### src/rtl/alu_nbit_seq.sv
// alu_nbit_seq: N-bit ALU with registered result and flags, start/done
// handshake, shifts, and an iterative shift-and-add multiplier.
module alu_nbit_seq #(
    parameter int WIDTH = 16,
    parameter int SHW   = 4
) (
    input  logic             Clock,
    input  logic             ResetN,
    input  logic             Start,
    input  logic [WIDTH-1:0] A,
    input  logic [WIDTH-1:0] B,
    input  logic             Binvert,
    input  logic [2:0]       Operation,
    output logic [WIDTH-1:0] Result,
    output logic             Zero,
    output logic             COUT,
    output logic             Overflow,
    output logic             Busy,
    output logic             Done
);

    localparam logic [2:0] OP_AND = 3'b000;
    localparam logic [2:0] OP_OR  = 3'b001;
    localparam logic [2:0] OP_ADD = 3'b010;
    localparam logic [2:0] OP_XOR = 3'b011;
    localparam logic [2:0] OP_SLT = 3'b100;
    localparam logic [2:0] OP_SLL = 3'b101;
    localparam logic [2:0] OP_SRL = 3'b110;
    localparam logic [2:0] OP_MUL = 3'b111;

    typedef enum logic {S_IDLE, S_MUL} state_t;

    state_t           state;
    logic [WIDTH-1:0] acc;
    logic [WIDTH-1:0] mcand;
    logic [WIDTH-1:0] mplier;
    logic [SHW:0]     cnt;

    logic [WIDTH-1:0] mb;
    logic [WIDTH:0]   add_full;
    logic             add_ovf;
    logic [WIDTH-1:0] alu_res;
    logic             alu_cout;
    logic             alu_ovf;
    logic [WIDTH-1:0] acc_next;

    assign mb       = Binvert ? ~B : B;
    assign add_full = {1'b0, A} + {1'b0, mb} + {{WIDTH{1'b0}}, Binvert};
    assign add_ovf  = (A[WIDTH-1] == mb[WIDTH-1]) && (add_full[WIDTH-1] != A[WIDTH-1]);
    assign acc_next = mplier[0] ? (acc + mcand) : acc;

    always_comb begin
        alu_res  = '0;
        alu_cout = 1'b0;
        alu_ovf  = 1'b0;
        case (Operation)
            OP_AND: alu_res = A & mb;
            OP_OR:  alu_res = A | mb;
            OP_XOR: alu_res = A ^ mb;
            OP_ADD: begin
                alu_res  = add_full[WIDTH-1:0];
                alu_cout = add_full[WIDTH];
                alu_ovf  = add_ovf;
            end
            // Sign of the true difference is the sum sign corrected by overflow.
            OP_SLT: begin
                alu_res  = {{(WIDTH-1){1'b0}}, add_full[WIDTH-1] ^ add_ovf};
                alu_cout = add_full[WIDTH];
                alu_ovf  = add_ovf;
            end
            OP_SLL:  alu_res = A << B[SHW-1:0];
            OP_SRL:  alu_res = A >> B[SHW-1:0];
            default: alu_res = '0;
        endcase
    end

    always_ff @(posedge Clock or negedge ResetN) begin
        if (!ResetN) begin
            state    <= S_IDLE;
            acc      <= '0;
            mcand    <= '0;
            mplier   <= '0;
            cnt      <= '0;
            Result   <= '0;
            Zero     <= 1'b1;
            COUT     <= 1'b0;
            Overflow <= 1'b0;
            Busy     <= 1'b0;
            Done     <= 1'b0;
        end else begin
            Done <= 1'b0;
            case (state)
                S_IDLE: begin
                    if (Start) begin
                        if (Operation == OP_MUL) begin
                            acc    <= '0;
                            mcand  <= A;
                            mplier <= B;
                            cnt    <= (SHW+1)'(WIDTH);
                            Busy   <= 1'b1;
                            state  <= S_MUL;
                        end else begin
                            Result   <= alu_res;
                            Zero     <= (alu_res == '0);
                            COUT     <= alu_cout;
                            Overflow <= alu_ovf;
                            Done     <= 1'b1;
                        end
                    end
                end
                S_MUL: begin
                    acc    <= acc_next;
                    mcand  <= mcand << 1;
                    mplier <= mplier >> 1;
                    cnt    <= cnt - (SHW+1)'(1);
                    // Last iteration commits the accumulator straight to Result.
                    if (cnt == (SHW+1)'(1)) begin
                        Result   <= acc_next;
                        Zero     <= (acc_next == '0);
                        COUT     <= 1'b0;
                        Overflow <= 1'b0;
                        Done     <= 1'b1;
                        Busy     <= 1'b0;
                        state    <= S_IDLE;
                    end
                end
                default: state <= S_IDLE;
            endcase
        end
    end

endmodule

### config.mk
export PLATFORM = sky130hd
export DESIGN_NAME = alu_nbit_seq
export DESIGN_NICKNAME = d
export VERILOG_FILES = /design/src/rtl/alu_nbit_seq.sv
export SDC_FILE = /design/constraint.sdc
export NUM_CORES = 1
export LEC_CHECK = 0
export ABC_AREA = 0
export CAP_MARGIN = 0
export CORE_MARGIN = 4
export CORE_UTILIZATION = 60
export DETAILED_ROUTE_END_ITERATION = 7
export GPL_TIMING_DRIVEN = 1
export HOLD_SLACK_MARGIN = 0.03
export PLACE_DENSITY = 0.78
export SETUP_SLACK_MARGIN = 0.05
export SLEW_MARGIN = 20
export SYNTH_ARGS = -nofsm -noshare
export SYNTH_HDL_FRONTEND = slang
export SYNTH_SLANG_ARGS = --single-unit
### constraint.sdc
create_clock -name Clock -period 3.8 [get_ports Clock]
set_input_delay 0.57 -clock Clock [delete_from_list [all_inputs] [get_ports Clock]]
set_output_delay 0.57 -clock Clock [all_outputs]
set_load 0.02 [all_outputs]
==> impl_metrics.tcl <==
set metrics [dict create \
    yosysWarnings 0 \
    syn_avg_cell_area_um2 8.18 \
    postLayoutCellArea_um2 10000 \
    pwr-share-clk 0.180 \
    io_pins 60 \
    worstMarginPinSlew_ns 0.992 \
    cp-start-kind "input port" \
    num_vias 8537 \
    crit_end "Zero" \
    cts.clk_slew.worst_paths_ns 0.06 \
    endpoint_kind "flip-flop" \
    rsz0062_at_grt "true" \
    syn_inst 927 \
    die_area_um2 14500 \
    intPower_w 0.00290 \
    drive_gt1_frac 0.235 \
    synth_nets 1017 \
    synth_area_um2 7580 \
    p_per_area_nw_per_um2 515 \
    crit_fanout 6 \
    finalSetupViolations 0 \
    r2r_cells 9 \
    io_buffer_count 59 \
    placed_area_um2 9390 \
    critPathMaxStageDelay_ns 0.44 \
    seqPwrFrac 0.264 \
    layout_common_cells "buf_4, nand2_1, o21ai_0" \
    antenna_found_initial 0 \
    hold_viol 0 \
    grt_max_degree 106 \
    async_flop_share 1.00 \
    holdCritPathClass "input port to async pin" \
    fin_tns_setup_ns 0 \
    grt_pass1_vias 8362 \
    root_buffer "clkbuf_16" \
    initial_core_util 0.621 \
    violations "DRC" \
    die-width_um 120 \
    finalCriticalPeriod_ns 3.69 \
    ys_ff_latch 75 \
    drc 2 \
    setup_ws_ns 0.107 \
    drt-total-wl_um 28700 \
    cpLargestDelayFamily "simple AND/OR/NAND/NOR gates" \
    p_leak_nw 4.59 \
    drv_slew 0 \
    rows 40 \
    synth_ff_type "dfrtp_1" \
    synth_edf_count 0 \
    clock-sinks 75 \
    cp.arrival_ns 3.98 \
    area_growth_pct 32.0 \
    cp_slowest_cell "or4_4" \
    slew_headroom 0.339 \
    path_buf_inv 4 \
    ir_worst_vdd_mv 0.765 \
    gp_congestion 1.01 \
    clk_path_buf_depth 2 \
    first_iter_violations 1423 \
    maxCapViolations 0 \
    path_depth 15 \
    post-route-period-util 0.972 \
    synth_cell_types 71 \
    rrSetupSlack_ns 0.35 \
    vias_per_cell 6.73 \
    cts-buffers-inserted 9 \
    ctsHoldBuffers 0 \
    routedWlPerCell_um 22.6 \
    nNetsFinal 1186 \
    layout_commonest_cell "buf_4" \
    crit_top_cell "buf_4" \
    gr-total-overflow 0 \
    hpwl_um 21000 \
    track_usage 0.396 \
    swShare 0.437 \
    path_class "input port to flip-flop" \
    reg2reg_from "acc[0]" \
    crit_start "Binvert" \
    post-place-ws_ns -0.711 \
    reg2reg_to "Zero" \
    tritoncts "yes" \
    status "complete, but fails checks" \
    crit_required_ns 4.09 \
    htree_levels 3 \
    yosysSeqAreaShare 0.248 \
    fmax_mhz 271 \
    design.core.area_um2 12200 \
    postRouteAntennaNets 0 \
    pwr-share-comb 0.556 \
    p_sw_w 0.00226 \
    finalClockSkew_ns 0.00865 \
    worstSkewPairLatency_ns 0.35 \
    worstPathCellList "clkdlybuf4s15_2 -> bufbuf_16 -> mux2_4 -> fa_2 -> a211oi_4 -> o21ai_2 -> buf_4 -> mux2i_1 -> a2111oi_2 -> buf_4 -> and2_1 -> nand4_1 -> or4_4 -> nor4_2 -> a211o_1" \
    dr.pass1.iters 8 \
    fp.dieH_um 120 \
    grt_pass1_wl_um 45300 \
    insertedDiodeCount 0 \
]
## stage by stage
stage	hold slack, ns	util	instances	total power, W
after floorplan	0.274	-	927	0.00304
after global placement	0.463	0.769	1244	0.00386
after detailed placement	0.478	0.769	1244	0.00403
after CTS	0.405	0.813	1267	0.00505
after global routing	0.439	0.820	1269	0.00546
final	0.361	0.820	1269	0.00516
## repair_timing
| item | CTS | global route |
|---|---|---|
| buffers inserted | 6 | 2 |
| gates cloned | 1 | 0 |
| setup endpoints to repair | 2 | 2 |
| pin swaps | 21 | 5 |
| gates resized for setup | 39 | 9 |
## kinds of logic (layout without fill, tap and decap cells)
group | count (synthesis) | in the layout | share of synthesized area
compound gates | 267 | 267 | 0.230
flops | 75 | 75 | 0.248
mux | 82 | 82 | 0.144
xor+xnor | 31 | 31 | 0.0358
buf+inv | 117 | 291 | 0.0597
fa+ha+maj | 51 | 51 | 0.0861
simple gates | 304 | 304 | 0.197
## sequential cells by signal, indices dropped and copies added (netlist names)
name / count
cnt: 5
Zero: 1
Result: 16
COUT: 1
Done: 1
mplier: 16
Busy: 1
Overflow: 1
acc: 16
mcand: 16
state: 1
## worst register-to-register path, stage by stage, from the launching register on
cell and delay [ns]:
dfrtp_1 0.40, ha_1 0.27, fa_1 0.45, a211oi_1 0.34
o21ai_0 0.20, a31oi_1 0.49, o21bai_1 0.16, o311ai_0 0.51
and4b_1 0.27, a211o_1 0.27
## synth_stat cells (4+ instances only)
library cell | count | share of area
o22ai_1 | 10 | 0.0082
nor3_1 | 19 | 0.013
inv_1 | 52 | 0.026
a22oi_1 | 15 | 0.015
nor4_1 | 4 | 0.0033
nand2_1 | 113 | 0.056
dfrtp_1 | 74 | 0.24
o221ai_1 | 6 | 0.0069
nand3b_1 | 5 | 0.0049
buf_1 | 8 | 0.0040
nor2_1 | 66 | 0.033
clkbuf_1 | 52 | 0.026
ha_1 | 49 | 0.081
mux2_2 | 14 | 0.021
mux4_2 | 20 | 0.059
nor2b_1 | 15 | 0.012
o21ai_0 | 78 | 0.051
nand3_1 | 13 | 0.0086
a221oi_1 | 4 | 0.0046
a221o_1 | 6 | 0.0079
a211oi_1 | 18 | 0.018
nand4b_1 | 7 | 0.0081
or4_1 | 7 | 0.0069
o31ai_1 | 10 | 0.0099
xnor2_1 | 8 | 0.0092
o21a_1 | 4 | 0.0040
a32oi_1 | 6 | 0.0069
a31oi_1 | 12 | 0.0099
mux2i_1 | 47 | 0.062
and2_1 | 5 | 0.0041
o211ai_1 | 6 | 0.0059
nor3b_1 | 4 | 0.0040
or3_1 | 6 | 0.0049
nand2b_1 | 19 | 0.016
xor2_1 | 23 | 0.027
a21o_1 | 10 | 0.0099
a22o_1 | 4 | 0.0046
nand4_1 | 5 | 0.0041
a21oi_1 | 51 | 0.034
## worst min path at each step
stage                          start    endpoint  slack (ns)
after floorplan               ResetN        Busy        0.27
after global placement     mplier[2]   mplier[1]        0.46
after detailed placement  Result[15]  Result[15]        0.48
after CTS                     ResetN        COUT        0.41
after global routing          ResetN    Overflow        0.44
final                         ResetN        COUT        0.36
## power by group through the flow
stage	sequential (W)	clock [W]	combinational, W
2_1_floorplan	0.00137	0	0.00168
6_report	0.00136	0.000928	0.00287
5_1_grt	0.00139	0.000964	0.00310
3_5_place_dp	0.00135	0	0.00268
3_3_place_gp	0.00133	0	0.00254
4_1_cts	0.00135	0.000927	0.00277
## metal layers
layer	routed length, um	share of wire	vias up	global-route usage
li1	-	-	3749	-
met1	11100	0.39	4061	0.517
met2	13300	0.46	590	0.634
met3	2800	0.098	137	0.0692
met4	1560	0.054	0	0.200
met5	0	0	-	0
## cell type report
| cell class | count | area, um2 |
|---|---|---|
| clock buffer | 10 | 229 |
| clock inverter | 6 | 87.6 |
| fill | 809 | 2200 |
| inverter | 53 | 199 |
| multi-input combinational | 735 | 5500 |
| sequential | 75 | 1880 |
| tap | 168 | 210 |
| timing repair buffer | 222 | 1910 |
Power figures use the tool's default switching activity.
